--- src/rtl/gc_loader_fsm_pkg.sv ---
// rtl/gc_loader_fsm_pkg.sv - shared stream opcodes, header field positions and loader state encoding
package gc_loader_fsm_pkg;

    localparam logic [3:0] OP_SECTION = 4'h1;
    localparam logic [3:0] OP_END     = 4'hF;

    localparam int OP_MSB  = 31;
    localparam int OP_LSB  = 28;
    localparam int BLK_MSB = 27;
    localparam int BLK_LSB = 24;
    localparam int CNT_MSB = 15;
    localparam int CNT_LSB = 0;

    typedef enum logic [2:0] {
        ST_IDLE   = 3'd0,
        ST_HEADER = 3'd1,
        ST_DATA   = 3'd2,
        ST_DONE   = 3'd3,
        ST_ERROR  = 3'd4
    } state_t;

endpackage

--- src/rtl/gc_loader_fsm.sv ---
// rtl/gc_loader_fsm.sv - parses the packed config stream into per-block register writes
// Sections of N words go to addresses 0..N-1 of one block; END raises config_done.
module gc_loader_fsm #(
    parameter int NUM_BLOCKS = 8,
    parameter int DATA_WIDTH = 32,
    parameter int ADDR_WIDTH = 8
) (
    input  logic                  gc_clk,
    input  logic                  reset,
    input  logic                  conf_en,
    input  logic                  cfg_valid,
    input  logic [DATA_WIDTH-1:0] cfg_data,
    output logic                  cfg_ready,
    output logic [NUM_BLOCKS-1:0] wr_en,
    output logic [ADDR_WIDTH-1:0] wr_addr,
    output logic [DATA_WIDTH-1:0] wr_data,
    output logic                  config_done,
    output logic                  cfg_error
);
    import gc_loader_fsm_pkg::*;

    localparam int BLK_W     = (NUM_BLOCKS > 1) ? $clog2(NUM_BLOCKS) : 1;
    localparam int CNT_W     = ADDR_WIDTH + 1;
    localparam int MAX_WORDS = 1 << ADDR_WIDTH;

    state_t                  r_state;
    state_t                  w_state_next;
    logic [BLK_W-1:0]        r_blk;
    logic [CNT_W-1:0]        r_remaining;
    logic [ADDR_WIDTH-1:0]   r_addr_cnt;
    logic [NUM_BLOCKS-1:0]   r_wr_en;
    logic [ADDR_WIDTH-1:0]   r_wr_addr;
    logic [DATA_WIDTH-1:0]   r_wr_data;
    logic                    r_config_done;
    logic                    r_cfg_error;

    logic [3:0]              w_op;
    logic [3:0]              w_blk;
    logic [15:0]             w_count;
    logic                    w_hdr_err;
    logic                    w_ready;
    logic                    w_accept;
    logic                    w_load;
    logic                    w_write;
    logic [NUM_BLOCKS-1:0]   w_onehot;

    assign w_op     = cfg_data[OP_MSB:OP_LSB];
    assign w_blk    = cfg_data[BLK_MSB:BLK_LSB];
    assign w_count  = cfg_data[CNT_MSB:CNT_LSB];
    assign w_ready  = (r_state == ST_HEADER) || (r_state == ST_DATA);
    assign w_accept = w_ready && cfg_valid;
    assign w_onehot = {{(NUM_BLOCKS-1){1'b0}}, 1'b1} << r_blk;

    // END ignores its block/count fields, so range checks apply to SECTION only
    always_comb begin
        w_hdr_err = 1'b0;
        if (w_op == OP_SECTION) begin
            w_hdr_err = (int'(w_blk) >= NUM_BLOCKS) || (int'(w_count) > MAX_WORDS);
        end else if (w_op != OP_END) begin
            w_hdr_err = 1'b1;
        end
    end

    always_ff @(posedge gc_clk) begin
        if (reset) begin
            r_state <= ST_IDLE;
        end else begin
            r_state <= w_state_next;
        end
    end

    always_comb begin
        w_state_next = r_state;
        w_load       = 1'b0;
        w_write      = 1'b0;
        case (r_state)
            ST_IDLE: begin
                if (conf_en) begin
                    w_state_next = ST_HEADER;
                end
            end
            ST_HEADER: begin
                if (w_accept) begin
                    if (w_hdr_err) begin
                        w_state_next = ST_ERROR;
                    end else if (w_op == OP_END) begin
                        w_state_next = ST_DONE;
                    end else if (w_count != 16'd0) begin
                        w_state_next = ST_DATA;
                        w_load       = 1'b1;
                    end
                end
                if (!conf_en) begin
                    w_state_next = ST_IDLE;
                end
            end
            ST_DATA: begin
                if (w_accept) begin
                    w_write = 1'b1;
                    if (r_remaining == CNT_W'(1)) begin
                        w_state_next = ST_HEADER;
                    end
                end
                // an abort still lets the word accepted this cycle be written
                if (!conf_en) begin
                    w_state_next = ST_IDLE;
                end
            end
            ST_DONE, ST_ERROR: begin
                w_state_next = r_state;
            end
            default: begin
                w_state_next = ST_IDLE;
            end
        endcase
    end

    always_ff @(posedge gc_clk) begin
        if (reset) begin
            r_blk         <= '0;
            r_remaining   <= '0;
            r_addr_cnt    <= '0;
            r_wr_en       <= '0;
            r_wr_addr     <= '0;
            r_wr_data     <= '0;
            r_config_done <= 1'b0;
            r_cfg_error   <= 1'b0;
        end else begin
            r_wr_en <= w_write ? w_onehot : '0;
            if (w_write) begin
                r_wr_addr   <= r_addr_cnt;
                r_wr_data   <= cfg_data;
                r_addr_cnt  <= r_addr_cnt + ADDR_WIDTH'(1);
                r_remaining <= r_remaining - CNT_W'(1);
            end
            if (w_load) begin
                r_blk       <= w_blk[BLK_W-1:0];
                r_remaining <= w_count[CNT_W-1:0];
                r_addr_cnt  <= '0;
            end
            r_config_done <= (w_state_next == ST_DONE);
            r_cfg_error   <= (w_state_next == ST_ERROR);
        end
    end

    assign cfg_ready   = w_ready;
    assign wr_en       = r_wr_en;
    assign wr_addr     = r_wr_addr;
    assign wr_data     = r_wr_data;
    assign config_done = r_config_done;
    assign cfg_error   = r_cfg_error;

endmodule
--- config.mk ---
export PLATFORM = sky130hd
export DESIGN_NAME = gc_loader_fsm
export DESIGN_NICKNAME = d
export VERILOG_FILES = /design/src/rtl/gc_loader_fsm_pkg.sv /design/src/rtl/gc_loader_fsm.sv
export SDC_FILE = /design/constraint.sdc
export NUM_CORES = 1
export LEC_CHECK = 0
export ABC_AREA = 1
export BUFFER_PORTS_ARGS = -buffer_cell sky130_fd_sc_hd__buf_4
export CAP_MARGIN = 20
export CELL_PAD_IN_SITES_DETAIL_PLACEMENT = 2
export CELL_PAD_IN_SITES_GLOBAL_PLACEMENT = 2
export CORE_MARGIN = 2
export CORE_UTILIZATION = 30
export CTS_CLUSTER_DIAMETER = 60
export DETAILED_ROUTE_END_ITERATION = 8
export MAX_ROUTING_LAYER = met4
export PLACE_DENSITY = 0.93
export SLEW_MARGIN = 5
export SYNTH_ARGS = -nofsm -noshare
export SYNTH_HDL_FRONTEND = slang
export SYNTH_SLANG_ARGS = --single-unit
--- constraint.sdc ---
create_clock -name gc_clk -period 3.12 [get_ports gc_clk]
set_input_delay 0.156 -clock gc_clk [delete_from_list [all_inputs] [get_ports gc_clk]]
set_output_delay 0.156 -clock gc_clk [all_outputs]
set_load 0.05 [all_outputs]
==> results of run 1 <==
-- kinds of logic (layout without fill, tap and decap cells) --
group / count (synthesis) / in the layout / synth area share, %
compound gates: 78 / 78 / 13.5
xor+xnor: 10 / 10 / 2.83
fa+ha+maj: 3 / 3 / 1.21
buf+inv: 58 / 144 / 7.73
flops: 73 / 73 / 47.3
simple gates: 192 / 192 / 27.4
-- worst reg2reg max path: stages, from the launching register on --
cell and delay [ns]:
sky130_fd_sc_hd__dfxtp_1 0.36, sky130_fd_sc_hd__inv_1 0.12, sky130_fd_sc_hd__nand3_2 0.12, sky130_fd_sc_hd__nor2_4 0.12
sky130_fd_sc_hd__buf_4 0.50, sky130_fd_sc_hd__nand4_1 0.29, sky130_fd_sc_hd__nor2_1 0.26, sky130_fd_sc_hd__nand2_1 0.10
sky130_fd_sc_hd__xor2_1 0.18, sky130_fd_sc_hd__nor2_1 0.06
-- power by group --
part | switching [mW] | internal (mW)
registers | 0.00218 | 0.933
clock network | 0.385 | 0.532
logic | 0.0606 | 0.0429
total | 0.448 | 1.51
-- worst min-delay path by stage --
stage               slack, ns           to         start  depth (start not counted)
global route             0.02  wr_data[16]  cfg_data[16]                          3
global placement         0.38  wr_data[23]  cfg_data[23]                          3
finish                   0.02  wr_data[16]  cfg_data[16]                          3
CTS                     0.006  wr_data[21]  cfg_data[21]                          3
floorplan                0.23   wr_addr[2]         reset                          1
detailed placement       0.39  wr_data[18]  cfg_data[18]                          3
-- cell type report --
type	count	area, um2	share of cell area [%]
tap	136	170	4.18
clock buffer	9	124	3.04
clock inverter	7	118	2.89
sequential	73	1460	35.9
multi-input combinational	283	1390	34.1
timing repair buffer	88	661	16.2
inverter	40	150	3.69
-- state kept, by name (all words and copies together), names as in the netlist --
signal       cells
r_state          3
wr_data         32
r_blk            3
config_done      1
r_addr_cnt       8
cfg_error        1
r_remaining      9
wr_addr          8
wr_en            8
-- cells in the final DEF (no fill, tap or decap), types with 2 or more instances in the layout --
| cell | Yosys | final |
|---|---|---|
| sky130_fd_sc_hd__a211oi_2 | 2 | 2 |
| sky130_fd_sc_hd__a21oi_1 | 25 | 25 |
| sky130_fd_sc_hd__buf_4 | 1 | 88 |
| sky130_fd_sc_hd__bufinv_16 | 0 | 3 |
| sky130_fd_sc_hd__clkbuf_8 | 0 | 9 |
| sky130_fd_sc_hd__clkinv_2 | 0 | 2 |
| sky130_fd_sc_hd__dfxtp_1 | 73 | 73 |
| sky130_fd_sc_hd__ha_1 | 3 | 3 |
| sky130_fd_sc_hd__inv_1 | 37 | 37 |
| sky130_fd_sc_hd__inv_2 | 3 | 3 |
| sky130_fd_sc_hd__nand2_1 | 45 | 45 |
| sky130_fd_sc_hd__nand2_2 | 4 | 4 |
| sky130_fd_sc_hd__nand2_4 | 2 | 2 |
| sky130_fd_sc_hd__nand3_1 | 23 | 23 |
| sky130_fd_sc_hd__nand3_2 | 2 | 2 |
| sky130_fd_sc_hd__nand4_1 | 3 | 3 |
| sky130_fd_sc_hd__nor2_1 | 94 | 94 |
| sky130_fd_sc_hd__nor2_2 | 2 | 2 |
| sky130_fd_sc_hd__nor2_4 | 2 | 2 |
| sky130_fd_sc_hd__nor3_1 | 10 | 10 |
| sky130_fd_sc_hd__o21ai_0 | 43 | 43 |
| sky130_fd_sc_hd__o21ai_1 | 4 | 4 |
| sky130_fd_sc_hd__xor2_1 | 10 | 10 |
-- through the flow --
| step | setup slack [ns] | util (%) | cell area, um2 | instances | hold slack, ns |
|---|---|---|---|---|---|
| 4_1_cts | 0.890 | 40.2 | 4070 | 636 | 0.00555 |
| 3_5_place_dp | 1.02 | 37.8 | 3830 | 620 | 0.389 |
| 3_3_place_gp | 1.28 | 37.8 | 3830 | 620 | 0.377 |
| 6_report | 0.895 | 40.2 | 4070 | 636 | 0.0182 |
| 5_1_grt | 0.757 | 40.2 | 4070 | 636 | 0.0184 |
| 2_1_floorplan | 1.55 | - | 3090 | 414 | 0.234 |
-- layer usage --
| metal | vias up | routed length (um) | share of wire (%) |
|---|---|---|---|
| li1 | 1492 | - | - |
| met1 | 1505 | 4450 | 40 |
| met2 | 69 | 5940 | 54 |
| met3 | 19 | 450 | 4.1 |
| met4 | 0 | 207 | 1.9 |
| met5 | - | 0 | 0 |
==> summary.md, run 1 <==
Worst relative slew slack: 43.6%. The worst setup path startpoint is r_state[0]. The tree built by TritonCTS fans out to 73 sinks. Once detail routing completed, the nets flagged for antenna violations numbered 0. Power spread over the standard cell area amounts to 480 mW/mm2.

Ranked by total cell area, the synthesized netlist is headed by sky130_fd_sc_hd__dfxtp_1 (47%), sky130_fd_sc_hd__nor2_1 (11%), sky130_fd_sc_hd__o21ai_0 (7.0%), sky130_fd_sc_hd__nand2_1 (5.5%), sky130_fd_sc_hd__inv_1 (4.5%). met2 is the most crowded layer. The run gives 414 as the instance count of the mapped netlist.

Yosys mapped the design onto 33 distinct sky130hd cell types. The tools report the global routing met2 resource utilization as 39.3%. Setup violations remaining at the end of the flow were counted as 0. After layout, the minimum clock period comes to 2.23 ns. The tools report the number of antenna violations at the first check in global routing as 0.

For this block, the initial DRC count from the detailed router was 70. From synthesis to final layout, the design area changed by 31.8%. The number of nets at the end of the flow came out at 534. The critical path contains buffers and inverters numbering 2 combined.

TritonCTS built the clock tree. The worst setup path is launched from a register. After clock tree synthesis, the clock-pin slew on the worst setup and hold paths is 0.09 ns.

The first global-routing pass estimated 18.0 mm of wire. For the number of cell rows, the log shows 37. The pin count of the biggest net entering global routing is 61, and the via count of the first global-routing pass is 3474.

The data arrival time at the worst-slack endpoint was 2.47 ns. The number of cells on the critical path was 9. The standby leakage power is 1.87 nW, and the number of flip-flops and latches in the synthesized netlist is 73.

In this run the horizontal extent of the chip is 105 um. Measured along the y axis, the die boundary spans 105 um. The slew at the pin with the worst max-slew slack works out to 0.844 ns.

The core region is 0.0101 mm2. The H-tree generated during clock tree synthesis spans 3 levels. IR analysis of the VDD net gives a maximum drop of 0.000220 V. Buffers inserted during clock tree synthesis total 9. Counting every net in the synthesized netlist gives 453.

For the worst flop-to-flop path, the logic depth is 9. Global routing used 4.27% of the available met3 tracks. Adding up every negative setup slack in the final design gives 0 ns. The run finished with clean final reports. The worst-case clock skew is 0.0119 ns, and the final estimated routing congestion in global placement is 0.776. The routed length per instance was 17.4 um; the total of max-cap violations was 0. For the total of warnings raised by yosys, the log shows 0. Once the clock tree was built, the resizer swapped 0 gates to a different size. The kind of cell with the highest combined delay on the critical path was simple AND/OR/NAND/NOR gates.

The count of TritonRoute iterations in the first routing pass is 4, and the top cell type's share of synthesized area is 47.3%. Buffers inserted to repair hold after CTS numbered 0. Setup repair after global routing left no endpoint under its margin.

The filler cells instantiated in the layout total 1177. The run gives 7.44 mm as the estimated wirelength of the detail-placed design. Dividing the detail-routed via count by the number of cells gives 4.85.

The total count of hold-check failures in the final report is 0. Destination of the worst register-to-register timing path: r_addr_cnt[6]. The final period utilization was 71.3%. The synthesized design spends more area on one cell type than any other, namely sky130_fd_sc_hd__dfxtp_1. STA puts the critical path data required time at 3.37 ns.

For the worst-skew pair, the clock arrives at the later sink with an insertion delay of 0.36 ns. The tools report the total design power as 1.96 mW. For this design the top-level I/O count stands at 87. The area of the die was 0.0111 mm2. The startpoint identified for the worst register-to-register timing path is r_state[0].

The tools report the area of the mapped netlist as 0.00309 mm2. The total overflow reported by the global router is 0. For this run, design rule violations remaining after detail routing come to 0. Counting instances in the post-synthesis netlist gives the leading cell types as sky130_fd_sc_hd__nor2_1 (94), sky130_fd_sc_hd__dfxtp_1 (73), sky130_fd_sc_hd__nand2_1 (45), sky130_fd_sc_hd__o21ai_0 (43), sky130_fd_sc_hd__inv_1 (37). Counting flops with an async set or reset pin after synthesis yields a share of 0%. The delay of the slowest critical-path stage works out to 0.50 ns.

Global routing consumed, on the met1 layer, 22.5% of the routing resources. The run gives 2 as the clock tree buffer depth. The mean instance size in the synthesized netlist was 7.46 um2.

Global routing used 21.3% of the available tracks across all layers. Antenna diode instance count: 0. Part of the Yosys area used for sequential elements: 47.3%. The master of the slowest instance on the critical path is sky130_fd_sc_hd__buf_4. The main flop type after synthesis is sky130_fd_sc_hd__dfxtp_1. The slack of the worst reg-to-reg path came out at 0.89 ns.

The root buffer cell is sky130_fd_sc_hd__clkbuf_8. Cells with a size suffix above 1 make up 24.8% of the layout. The critical path goes through inv_1 > nand3_2 > nor2_4 > buf_4 > nand4_1 > nor2_1 > nand2_1 > xor2_1 > nor2_1.

The category of the worst setup path capture point was a register. The most numerous cell in the Yosys netlist was sky130_fd_sc_hd__nor2_1. The critical path is of the reg2reg type. For this configuration, the core starts out at a cell density of 30.5%. The tools report the max-slew violation count as 0. For this block, the routed nets add up to 11.0 mm of wire. By instance count, the cell type seen most on the critical path is sky130_fd_sc_hd__nor2_1.

Timing would allow up to 0.449 GHz. In this run the worst hold path is classified as in2reg. Once the clock tree was built, the setup fixing pass inserted 0 buffers. The largest fanout on the critical path came out at 60. The capturing element of the worst setup path is r_addr_cnt[6]. Yosys mapped a number of flops with a built-in enable equal to 0. The count of buffers added on input and output ports is 86. The final route contains 3085 vias.
Power figures use the tool's default switching activity.
==> run 2: changes to the inputs <==
Settings changed: CORE_UTILIZATION 30 to 28, PLACE_DENSITY 0.93 to 0.88.
Clock period 3.12 ns to 2.15 ns, I/O delays scaled along.
==> summary.md, run 2 (synthesis results as in run 1) <==
In this run the register-to-register setup slack is 0.35 ns. The tools report the core box area as 0.0108 mm2. The critical path goes through dlygate4sd3_1 > buf_4 > nor2_1 > nand2_1 > nor2_2 > nand2_1 > nand2_2 > nor2_4 > nand2_4 > nand2_2 > nor3b_2. The clock drives 73 sinks. In this run the critical register-to-register path is captured at r_addr_cnt[6]. Headroom to the max-slew limit came out at 71.2%. The library cells used most frequently in the layout, excluding fill and tap cells, are sky130_fd_sc_hd__nor2_1 (94), sky130_fd_sc_hd__buf_4 (92), sky130_fd_sc_hd__dfxtp_1 (73), sky130_fd_sc_hd__nand2_1 (45), sky130_fd_sc_hd__o21ai_0 (43).

The average via count per standard cell works out to 5.00. The total count of hold-check failures in the final report is 0, and the number of antenna violations at the first check in global routing is 0. The final period utilization came out at 90.3%. The count of port buffers added during placement works out to 86.

The logs give 0 for the final number of setup-violating endpoints and 4 for the count of TritonRoute iterations in the first routing pass. 87 I/O pins were placed. On the final layout, the worst clock skew is 0.0158 ns. The global-route wire length before repair is 21.0 mm.

The routed length per instance is 20.8 um, and the largest fanout on the critical path is 21. Category of the worst setup path capture point: a register. Among cell families on the critical path, the largest total delay comes from simple AND/OR/NAND/NOR gates.

In this run the clock root is driven by a sky130_fd_sc_hd__clkbuf_8. The total design power was 2.95 mW. Data on the critical path arrives at its endpoint at 2.21 ns. The worst path needs 1.94 ns of the cycle, external delays included.

The clock slew at the register clock pins of the worst setup and hold paths was 0.09 ns; the estimated wirelength of the detail-placed design was 7.87 mm. The worst hold path begins at cfg_data[24]. STA puts the critical path data required time at 2.42 ns. The cell area after layout was 0.00428 mm2; the layout cell share with drive strength beyond 1 was 24.9%. The standby leakage power was 1.96 nW. The clock latency at the later pin of the worst-skew pair is 0.36 ns. After routing, the total negative slack on setup checks comes to 0 ns. The tools report the startpoint type of the worst setup path as a primary input.

For the worst flop-to-flop path, the logic depth is 9. The flow ran to the end, and the final reports show no timing, DRC or antenna violations. The overall global routing resource usage was 24.4%. Routability-driven placement finished with a final weighted congestion of 0.808. Worst vdd rail ir drop: 0.000356 V. The total of max-cap violations is 0, and the pin count of the biggest net entering global routing is 43. The antenna diode instance count is 0. For hold timing, the worst endpoint is wr_data[24]. At the pin with the least slew margin, the transition time is 0.429 ns. The tools report the total CTS buffers as 9. The critical path in this run is classified as in2reg.

Once detail routing completed, the nets flagged for antenna violations numbered 0. The master of the slowest instance on the critical path was sky130_fd_sc_hd__dlygate4sd3_1. TritonCTS built the clock tree.

The area overhead of the layout relative to synthesis is 38.4%, and the via count of the first global-routing pass is 3753. Setup repair after global routing left no endpoint under its margin. Dividing total power by cell area gives a power density of 691 mW/mm2. H-tree depth reported by CTS: 3. The register with the most flip-flops in the layout has 32 of them. The run gives 1206 as the fill cell total of the finished layout. The launching point of the worst reg2reg path is r_state[0]. The routed wire length is 13.7 mm, and the total overflow reported by the global router is 0. After the first detailed-routing iteration, the DRC count stood at 110.

The delay of the slowest critical-path stage was 0.55 ns. The library cell used most frequently in the layout, excluding fill and tap cells, is sky130_fd_sc_hd__nor2_1. No sink is reached through more buffers than the 2 on the longest clock path. In this run the vertical extent of the chip is 109 um. The die covers 0.0119 mm2.

In this run the cell area measured after placement is 0.00389 mm2. The buffer count from post-CTS setup fixing is 0. The run gives 0 as the max-slew violation count.

Once the floorplan was initialized, standard cells occupied 28.6% of the core. The number of buffers and inverters on the critical path was 2; the top achievable clock speed was 0.515 GHz. The die span in x was 109 um; the total via count in the routed design was 3292. After floorplanning, the core was divided into 38 placement rows. Counting instances, the worst hold path has a depth of 3. For the DRC violations left, the log shows 0. The path class of the tightest hold or removal check is in2reg. Number of nets at the end of the flow: 552.
[run 2: stage by stage]
| stage | hold WS [ns] | cells | utilization, % | setup WS (ns) |
|---|---|---|---|---|
| after floorplan | 0.186 | 414 | - | 0.585 |
| after global placement | 0.332 | 629 | 36.0 | 0.521 |
| final | 0.0119 | 658 | 39.6 | 0.208 |
| after global routing | 0.0174 | 658 | 39.6 | 0.108 |
| after CTS | 0.00340 | 658 | 39.6 | 0.274 |
| after detailed placement | 0.338 | 629 | 36.0 | 0.441 |
[run 2: final cells by class]
class / count / area (um2) / area share, %
clock inverter: 4 / 98.8 / 2.31
sequential: 73 / 1460 / 34.2
multi-input combinational: 283 / 1400 / 32.6
timing repair buffer: 106 / 841 / 19.7
inverter: 40 / 150 / 3.51
clock buffer: 12 / 155 / 3.63
tap: 140 / 175 / 4.10
[run 2: report_power, final]
part           total, mW  switching, mW  internal [mW]
Sequential          1.36        0.00300           1.35
Combinational      0.178         0.0972         0.0806
Clock               1.42          0.580          0.839
[run 2: per-layer routing]
layer	GRT usage (%)	wire, um	vias to the layer above	share of wire [%]
met2	44.1	7460	84	55
met5	-	0	-	0
met3	4.36	417	39	3.1
met4	11.9	517	0	3.8
met1	25.5	5270	1645	39
li1	-	-	1524	-
[run 2: repair_timing]
action	4_1_cts	5_1_grt
setup endpoints to repair	0	1
gates resized for setup	0	1
hold buffers	13	0
endpoints found under the hold margin	13	0
[run 2: how the worst max path moves through the flow]
stage | cells past startpoint | slack, ns | to | start
2_1_floorplan | 10 | 0.58 | config_done | r_state[2]
3_3_place_gp | 10 | 0.52 | r_addr_cnt[7] | cfg_data[31]
3_5_place_dp | 10 | 0.44 | r_addr_cnt[4] | cfg_data[31]
4_1_cts | 11 | 0.27 | r_addr_cnt[4] | cfg_data[10]
5_1_grt | 13 | 0.11 | r_remaining[5] | cfg_data[13]
6_report | 11 | 0.21 | r_addr_cnt[4] | cfg_data[13]
[run 2: worst min-delay path: cells and delay by family]
kind          cells  cell delay, ns
buf+inv           1            0.09
simple gates      2            0.14
